`src/rtl/jtframe_joydb15.sv`:
```
// SNAC DB15 user-port joystick reader: two chained 74HC165s, 16 bits per player.
// Define JTFRAME_JOYDB15_FILTER_EN to publish a word only after two identical scans.
module jtframe_joydb15 #(
    parameter int CLK_DIV     = 16,
    parameter int SCAN_PERIOD = 48000,
    parameter int NBITS       = 32
) (
    input  logic        RESET,
    input  logic        clk_sys,
    input  logic [1:0]  mode,
    input  logic        JOY_DATA,
    output logic        JOY_CLK,
    output logic        JOY_LOAD,
    output logic [15:0] joy1,
    output logic [15:0] joy2,
    output logic        joy_valid
);

    localparam int PW = $clog2(SCAN_PERIOD);
    localparam int DW = $clog2(CLK_DIV);
    localparam int BW = $clog2(NBITS + 1);

    typedef enum logic [2:0] {
        ST_IDLE,
        ST_LOAD,
        ST_SETTLE,
        ST_CLKLO,
        ST_CLKHI,
        ST_LATCH
    } state_t;

    state_t           r_state;
    state_t           w_state_nxt;
    logic [1:0]       r_sync;
    logic             w_din;
    logic [PW-1:0]    r_per;
    logic             w_tick;
    logic             w_on;
    logic             w_start;
    logic [DW-1:0]    r_div;
    logic             w_div_last;
    logic [BW-1:0]    r_bit;
    logic [BW-1:0]    w_bit_inc;
    logic [NBITS-1:0] r_shreg;
    logic             w_shift;
    logic             w_latch;
    logic             w_upd;
    logic             r_joy_clk;
    logic             r_joy_load;
    logic             w_clk_nxt;
    logic             w_load_nxt;
    logic [15:0]      r_joy1;
    logic [15:0]      r_joy2;
    logic             r_valid;

    assign w_din      = r_sync[1];
    assign w_on       = mode != 2'd0;
    assign w_tick     = r_per == PW'(SCAN_PERIOD - 1);
    assign w_start    = (r_state == ST_IDLE) && w_tick && w_on;
    assign w_div_last = r_div == DW'(CLK_DIV - 1);
    assign w_bit_inc  = r_bit + 1'b1;

    assign JOY_CLK   = r_joy_clk;
    assign JOY_LOAD  = r_joy_load;
    assign joy1      = r_joy1;
    assign joy2      = r_joy2;
    assign joy_valid = r_valid;

    // Idle-high sync keeps a floating line reading as "no buttons"
    always_ff @(posedge clk_sys or posedge RESET) begin
        if (RESET) begin
            r_sync <= 2'b11;
        end else begin
            r_sync <= {r_sync[0], JOY_DATA};
        end
    end

    always_ff @(posedge clk_sys or posedge RESET) begin
        if (RESET) begin
            r_per <= '0;
        end else if (!w_on || w_tick || w_start) begin
            r_per <= '0;
        end else begin
            r_per <= r_per + 1'b1;
        end
    end

    always_ff @(posedge clk_sys or posedge RESET) begin
        if (RESET) begin
            r_state <= ST_IDLE;
        end else begin
            r_state <= w_state_nxt;
        end
    end

    always_comb begin
        w_state_nxt = r_state;
        w_shift     = 1'b0;
        w_latch     = 1'b0;
        unique case (r_state)
            ST_IDLE: begin
                if (w_start) w_state_nxt = ST_LOAD;
            end
            ST_LOAD: begin
                if (w_div_last) w_state_nxt = ST_SETTLE;
            end
            ST_SETTLE: begin
                if (w_div_last) w_state_nxt = ST_CLKLO;
            end
            ST_CLKLO: begin
                if (w_div_last) begin
                    w_shift     = 1'b1;
                    w_state_nxt = ST_CLKHI;
                end
            end
            ST_CLKHI: begin
                if (w_div_last) begin
                    if (w_bit_inc == BW'(NBITS)) w_state_nxt = ST_LATCH;
                    else w_state_nxt = ST_CLKLO;
                end
            end
            ST_LATCH: begin
                w_latch     = 1'b1;
                w_state_nxt = ST_IDLE;
            end
            default: begin
                w_state_nxt = ST_IDLE;
            end
        endcase
        if (!w_on) begin
            w_state_nxt = ST_IDLE;
            w_shift     = 1'b0;
            w_latch     = 1'b0;
        end
    end

    // Strobes are registered from the next state so they stay glitch-free
    always_comb begin
        w_clk_nxt  = 1'b1;
        w_load_nxt = 1'b1;
        if (w_state_nxt == ST_LOAD || w_state_nxt == ST_SETTLE ||
            w_state_nxt == ST_CLKLO) begin
            w_clk_nxt = 1'b0;
        end
        if (w_state_nxt == ST_LOAD) begin
            w_load_nxt = 1'b0;
        end
    end

    always_ff @(posedge clk_sys or posedge RESET) begin
        if (RESET) begin
            r_joy_clk  <= 1'b1;
            r_joy_load <= 1'b1;
        end else begin
            r_joy_clk  <= w_clk_nxt;
            r_joy_load <= w_load_nxt;
        end
    end

    always_ff @(posedge clk_sys or posedge RESET) begin
        if (RESET) begin
            r_div <= '0;
        end else if (w_state_nxt != r_state || r_state == ST_IDLE) begin
            r_div <= '0;
        end else begin
            r_div <= r_div + 1'b1;
        end
    end

    always_ff @(posedge clk_sys or posedge RESET) begin
        if (RESET) begin
            r_bit <= '0;
        end else if (r_state == ST_SETTLE && w_div_last) begin
            r_bit <= '0;
        end else if (r_state == ST_CLKHI && w_div_last) begin
            r_bit <= w_bit_inc;
        end
    end

    always_ff @(posedge clk_sys or posedge RESET) begin
        if (RESET) begin
            r_shreg <= '1;
        end else if (w_shift) begin
            r_shreg <= {r_shreg[NBITS-2:0], w_din};
        end
    end

`ifdef JTFRAME_JOYDB15_FILTER_EN
    logic [NBITS-1:0] r_cand;

    always_ff @(posedge clk_sys or posedge RESET) begin
        if (RESET) begin
            r_cand <= '0;
        end else if (!w_on) begin
            r_cand <= '0;
        end else if (w_latch) begin
            r_cand <= r_shreg;
        end
    end

    assign w_upd = w_latch && (r_shreg == r_cand);
`else
    assign w_upd = w_latch;
`endif

    always_ff @(posedge clk_sys or posedge RESET) begin
        if (RESET) begin
            r_joy1  <= '0;
            r_joy2  <= '0;
            r_valid <= 1'b0;
        end else if (!w_on) begin
            r_joy1  <= '0;
            r_joy2  <= '0;
            r_valid <= 1'b0;
        end else begin
            r_valid <= w_upd;
            if (w_upd) begin
                r_joy1 <= ~r_shreg[NBITS-1 -: 16];
                r_joy2 <= (mode == 2'd1) ? 16'h0000 : ~r_shreg[15:0];
            end
        end
    end

endmodule

```
`config.mk`:
```
export PLATFORM = sky130hd
export DESIGN_NAME = jtframe_joydb15
export DESIGN_NICKNAME = d
export VERILOG_FILES = /design/src/rtl/jtframe_joydb15.sv
export SDC_FILE = /design/constraint.sdc
export NUM_CORES = 1
export LEC_CHECK = 0
export BUFFER_PORTS_ARGS = -buffer_cell sky130_fd_sc_hd__buf_2
export CAP_MARGIN = 40
export CORE_UTILIZATION = 58
export DETAILED_ROUTE_END_ITERATION = 8
export PLACE_DENSITY = 0.85
export SLEW_MARGIN = 5
export SYNTH_ARGS = -nofsm -noshare
export SYNTH_HDL_FRONTEND = slang
export SYNTH_SLANG_ARGS = --single-unit
```
`constraint.sdc`:
```
create_clock -name clk_sys -period 4.05 [get_ports clk_sys]
set_clock_uncertainty 0.05 [all_clocks]
set_input_delay 0.81 -clock clk_sys [delete_from_list [all_inputs] [get_ports clk_sys]]
set_output_delay 0.81 -clock clk_sys [all_outputs]
set_load 0.005 [all_outputs]
```
==> impl_metrics.env, run 1 <==
export IMPL_crit_type="reg -> reg"
export IMPL_synth_fa_ha_area_frac=0.00924
export IMPL_comb_power_share=0.035
export IMPL_hold_viol=0
export IMPL_synthToLayoutAreaGrowth_pct=12.0
export IMPL_wl_mm=7.05
export IMPL_wire_per_inst_um=14.1
export IMPL_first_pass_iters=4
export IMPL_ir_drop_mv=0.216
export IMPL_p_leak_nw=2.17
export IMPL_slowest_stage="dfrtp_1"
export IMPL_ys_ff_latch=98
export IMPL_placed_area_um2=4340
export IMPL_path_clk_slew_ns=0.10
export IMPL_synth_simple_area_share=0.153
export IMPL_cts_tree="done"
export IMPL_switchingPower_w=0.000411
export IMPL_worstSetupStartpointType="flip-flop"
export IMPL_hpwl_mm=4.88
export IMPL_crit_fanout=32
export IMPL_core_um2=6790
export IMPL_grt_pass1_wl_mm=11.8
export IMPL_first_iter_violations=155
export IMPL_final_core_util=0.670
export IMPL_nets=407
export IMPL_p_per_area_nw_per_um2=379
export IMPL_avgSynthCellArea_um2=11.3
export IMPL_clkLatencyLatePin_ns=0.35
export IMPL_fmax_ghz=0.514
export IMPL_ctsResizeCount=0
export IMPL_synthArstFlopShare=1.00
export IMPL_fin_tns_setup_ns=0
export IMPL_setup_viol=0
export IMPL_numCtsBuffers=9
export IMPL_multi_input_area_um2=1480
export IMPL_post_cts_buffers=0
export IMPL_yosysSeqAreaShare=0.615
export IMPL_gp_congestion=0.811
export IMPL_cp_end_kind="flip-flop"
export IMPL_track_usage=0.209
export IMPL_hold_ws_ns=0.312
export IMPL_p_seq_frac=0.590
export IMPL_max_stage_delay_ns=0.39
export IMPL_status="completed"
export IMPL_final_period_utilization=0.481
export IMPL_n_fill_cell=527
export IMPL_worst_pin_slew_ns=0.605
export IMPL_grt_overflow_total=0
export IMPL_drc=0
export IMPL_netlist_area_um2=4060
export IMPL_finalInstanceArea_um2=4550
export IMPL_yosys_area_top_type="dfrtp_1"
export IMPL_via_count=2680
export IMPL_pre_cts_ws_ns=1.87
export IMPL_crit_chain="ha_1 > and3_1 > nand2_1 > nor2_2 > buf_4 > mux2_2"
export IMPL_finalMaxSlewViolations=0
export IMPL_synth_xor_xnor_area_share=0.0409
export IMPL_hold_buffers=0
export IMPL_grt_max_degree=38
export IMPL_root_buffer="clkbuf_8"
export IMPL_antenna_found_initial=0
export IMPL_ys_top_cells_by_area="dfrtp_1 (38%), dfstp_2 (23%), mux2_2 (8.9%)"
export IMPL_vias_per_cell=5.36
export IMPL_grt_pass1_vias=2565
export IMPL_synth_compound_area_frac=0.0696
export IMPL_die_x_um=85.7
export IMPL_intPower_w=0.00131
export IMPL_worstHoldPathType="reg -> reg"
export IMPL_cp_data_arrival_time_ns=2.18
export IMPL_rsz0062_at_grt="no"
export IMPL_portBuffers=39
export IMPL_ant_nets=0
export IMPL_synth_edf_count=0
export IMPL_diodes=0
export IMPL_synth_top_area_share=0.382
export IMPL_pwr_share_clk=0.374
export IMPL_layout_drive_gt1_share=0.334
export IMPL_min_period_ns=1.95
export IMPL_p_sw_frac=0.238
export IMPL_setup_ws_ns=2.10
export IMPL_regArea_um2=2500
export IMPL_die_y_um=85.7
export IMPL_pin_count=40
export IMPL_clockBufferDepth=2
export IMPL_yosysWarningCount=0
export IMPL_cts_max_level=3
export IMPL_rows=30
export IMPL_initial_core_util=0.598
export IMPL_clkSinkCount=98
export IMPL_syn_inst=359
export IMPL_muxShareOfSynthArea=0.0911
export IMPL_synth_top_family_by_area="simple AND/OR/NAND/NOR gates"
export IMPL_die_area_um2=7350
export IMPL_syn_nets=367
export IMPL_worstPathRequired_ns=4.29
export IMPL_cap_violations=0
export IMPL_ys_types=41
export IMPL_yosys_most_used_dff="dfrtp_1"
export IMPL_relSlewSlack=0.596
==> flip-flops by register name, summed over array words and instances (netlist names) <==
name,flops
r_sync,2
r_bit,6
joy2,16
JOY_LOAD,1
r_div,4
r_shreg,32
joy1,16
joy_valid,1
r_per,16
JOY_CLK,1
r_state,3
==> cells in the final DEF (no fill, tap or decap), types with 4 or more instances in the layout <==
| cell | synthesis | routed |
|---|---|---|
| nor2_1 | 64 | 64 |
| dfrtp_1 | 62 | 62 |
| buf_2 | 5 | 39 |
| dfstp_2 | 36 | 36 |
| mux2_2 | 32 | 32 |
| nand2_1 | 29 | 29 |
| o21ai_0 | 24 | 24 |
| a21oi_1 | 17 | 17 |
| nand3_1 | 13 | 13 |
| xnor2_1 | 12 | 12 |
| clkbuf_8 | 0 | 9 |
| xor2_1 | 7 | 7 |
| nor3_1 | 6 | 6 |
| buf_4 | 3 | 5 |
| nand4_1 | 4 | 4 |
==> cell type report <==
cell class	instances	area share
Sequential cell	98	0.549
Multi-Input combinational cell	242	0.325
Timing Repair Buffer	44	0.0511
Clock buffer	9	0.0272
Tap cell	96	0.0264
Clock inverter	7	0.0184
Inverter	4	0.00357
==> stage by stage <==
stage / power (W) / instances
3_3_place_gp: 0.00109 / 484
6_report: 0.00172 / 500
2_1_floorplan: 0.00107 / 359
5_1_grt: 0.00179 / 500
3_5_place_dp: 0.00110 / 484
4_1_cts: 0.00174 / 500
==> power groups by stage <==
stage                     Combinational (W)  Sequential, W  Clock (W)
after global placement            0.0000586        0.00103          0
after CTS                         0.0000620        0.00102   0.000660
after floorplan                   0.0000455        0.00103          0
after detailed placement          0.0000615        0.00103          0
final                             0.0000605        0.00102   0.000646
after global routing              0.0000687        0.00102   0.000701
==> cells by family (layout without fill, tap and decap cells) <==
group / count (synthesis) / after routing
flip-flops: 98 / 98
buffers and inverters: 19 / 64
multiplexers: 33 / 33
adder cells (fa/ha/maj): 3 / 3
XOR/XNOR: 19 / 19
AND/OR/NAND/NOR: 136 / 136
AO/OA/AOI/OAI: 51 / 51
==> cells in the mapped netlist, types with 2 or more instances <==
library cell   n
nand4_1        4
nor2b_1        2
nand3_1       13
o21ai_0       24
nor2_2         2
and3_1         2
mux2_2        32
ha_1           3
inv_1          4
dfrtp_1       62
o31ai_1        2
and2_1         2
buf_4          3
buf_2          5
clkbuf_1       7
nand2_1       29
nor2_1        64
xnor2_1       12
nand4b_1       2
a21oi_1       17
a31oi_1        2
nor3_1         6
dfstp_2       36
xor2_1         7
==> worst max-delay path: cells and delay by family, from the launching register on <==
family	cells	cell delay, ns
AND/OR/NAND/NOR	3	0.43
flip-flops	1	0.39
multiplexers	1	0.39
buffers and inverters	1	0.36
adder cells (fa/ha/maj)	1	0.26
==> final timing paths <==
kind                       cells after the start  slack, ns       from           to
max                                            6       2.10   r_div[0]  r_shreg[20]
min                                            0       0.31  r_sync[0]    r_sync[1]
max reg2reg                                    6       2.10   r_div[0]  r_shreg[20]
min reg2reg                                    0       0.31  r_sync[0]    r_sync[1]
max in group asynchronous                      3       2.61      RESET  r_shreg[20]
min in group asynchronous                      2       0.44      RESET      joy2[4]
==> metal layers <==
layer | up-vias | share of wire | GRT usage
met2 | 50 | 0.50 | 0.342
li1 | 1298 | - | -
met1 | 1328 | 0.46 | 0.278
met4 | 0 | 0.0087 | 0.0909
met3 | 4 | 0.033 | 0.0356
met5 | - | 0 | 0
Note: power is estimated with default switching activity, not from simulation.
==> inputs of run 2 (changes only) <==
==> constraint.sdc (replaced) <==
create_clock -name clk_sys -period 2 [get_ports clk_sys]
set_clock_uncertainty 0.05 [all_clocks]
set_input_delay 0.4 -clock clk_sys [delete_from_list [all_inputs] [get_ports clk_sys]]
set_output_delay 0.4 -clock clk_sys [all_outputs]
set_load 0.005 [all_outputs]
==> impl_metrics.env, run 2 (same netlist as run 1, synthesis figures left out) <==
export IMPL_status="completed"
export IMPL_layout_common_cells="nor2_1 (64), dfrtp_1 (62), buf_2 (39), dfstp_2 (36), mux2_2 (32)"
export IMPL_die_x_um=85.7
export IMPL_largest_register_ffs=32
export IMPL_final_core_util=0.678
export IMPL_ctsResizeCount=0
export IMPL_min_period_ns=1.82
export IMPL_cp_end_kind="flip-flop"
export IMPL_pre_cts_ws_ns=0.219
export IMPL_final_cells=502
export IMPL_p_leak_nw=2.18
export IMPL_relSlewSlack=0.644
export IMPL_setup_ws_ns=0.183
export IMPL_numCtsBuffers=9
export IMPL_pin_count=40
export IMPL_synthToLayoutAreaGrowth_pct=13.3
export IMPL_worstSetupStartpointType="flip-flop"
export IMPL_p_per_area_nw_per_um2=771
export IMPL_finalMaxSlewViolations=0
export IMPL_diodes=0
export IMPL_worstHoldPathType="in -> reg"
export IMPL_first_pass_iters=4
export IMPL_ant_nets=0
export IMPL_worst_pin_slew_ns=0.531
export IMPL_via_count=2712
export IMPL_post_cts_buffers=0
export IMPL_cts_max_level=3
export IMPL_core_um2=6790
export IMPL_final_period_utilization=0.909
export IMPL_root_buffer="clkbuf_8"
export IMPL_hold_viol=0
export IMPL_cp_data_arrival_time_ns=2.07
export IMPL_clkLatencyLatePin_ns=0.37
export IMPL_fmax_ghz=0.550
export IMPL_fin_tns_setup_ns=0
export IMPL_cts_tree="done"
export IMPL_worstPathRequired_ns=2.25
export IMPL_portBuffers=39
export IMPL_drc=0
export IMPL_grt_pass1_vias=2574
export IMPL_rows=30
export IMPL_grt_max_degree=99
export IMPL_dpl_cell_count=486
export IMPL_cap_violations=0
export IMPL_crit_chain="ha_1 > and3_1 > nand2_1 > nor2_2 > buf_12 > mux2_2"
export IMPL_nets=409
export IMPL_gp_congestion=0.855
export IMPL_die_y_um=85.7
export IMPL_clkSinkCount=98
export IMPL_final_common_cell="nor2_1"
export IMPL_setup_viol=0
export IMPL_slowest_stage="dfrtp_1"
export IMPL_clockBufferDepth=2
export IMPL_layout_drive_gt1_share=0.337
export IMPL_track_usage=0.211
export IMPL_first_iter_violations=184
export IMPL_hpwl_mm=4.73
export IMPL_wire_per_inst_um=14.1
export IMPL_rsz0062_at_grt="no"
export IMPL_n_fill_cell=488
export IMPL_path_clk_slew_ns=0.11
export IMPL_grt_overflow_total=0
export IMPL_crit_fanout=32
export IMPL_crit_type="reg -> reg"
export IMPL_vias_per_cell=5.40
export IMPL_grt_pass1_wl_mm=11.9
export IMPL_ir_drop_mv=0.463
export IMPL_largest_register="r_shreg"
export IMPL_max_stage_delay_ns=0.38
export IMPL_die_area_um2=7350
export IMPL_antenna_found_initial=0
export IMPL_wl_mm=7.07
export IMPL_initial_core_util=0.598
export IMPL_hold_ws_ns=0.0635
export IMPL_hold_buffers=0
[run 2: changes by cell type in the layout (fill, tap and decap cells not counted), sizes merged]
cell	before	now
buf	44	46
clkinv	3	1
clkinvlp	0	2
[run 2: per-stage QoR]
step / power (W) / area (um^2)
floorplan: 0.00218 / 4070
global placement: 0.00221 / 4390
global route: 0.00369 / 4600
finish: 0.00355 / 4600
detailed placement: 0.00222 / 4390
CTS: 0.00358 / 4600
[run 2: layout make-up]
| cell class | count | area [um^2] | area share |
|---|---|---|---|
| sequential | 98 | 2500 | 0.542 |
| multi-input combinational | 242 | 1480 | 0.321 |
| timing repair buffer | 46 | 273 | 0.0592 |
| clock buffer | 9 | 124 | 0.0269 |
| tap | 96 | 120 | 0.0261 |
| clock inverter | 7 | 93.8 | 0.0204 |
| inverter | 4 | 18.8 | 0.00408 |
[run 2: per-layer routing]
layer | part of all wire | wire [um] | GRT usage
met1 | 0.45 | 3180 | 0.279
met3 | 0.035 | 247 | 0.0510
met5 | 0 | 0 | 0
met4 | 0.019 | 137 | 0.0879
met2 | 0.50 | 3510 | 0.339
[run 2: power by group]
group | internal (W) | switching [W]
combinational | 0.0000429 | 0.0000871
clock | 0.000615 | 0.000747
sequential | 0.00202 | 0.0000405
[run 2: final timing paths]
kind / start / endpoint / slack (ns) / depth (start not counted)
worst max-delay path: r_div[0] / r_shreg[9] / 0.18 / 6
max in group asynchronous: RESET / r_shreg[11] / 1.40 / 3
min in group asynchronous: RESET / r_per[14] / 0.09 / 3
worst min register to register: r_sync[0] / r_sync[1] / 0.31 / 0
worst max register to register: r_div[0] / r_shreg[9] / 0.18 / 6
worst min-delay path: JOY_DATA / r_sync[0] / 0.06 / 1
[run 2: worst max-delay path: cells and delay by family (launching register included)]
family,cells,cell delay (ns)
adders and majority gates,1,0.25
buffers and inverters,1,0.22
DFF,1,0.38
muxes,1,0.37
and+or+nand+nor,3,0.47
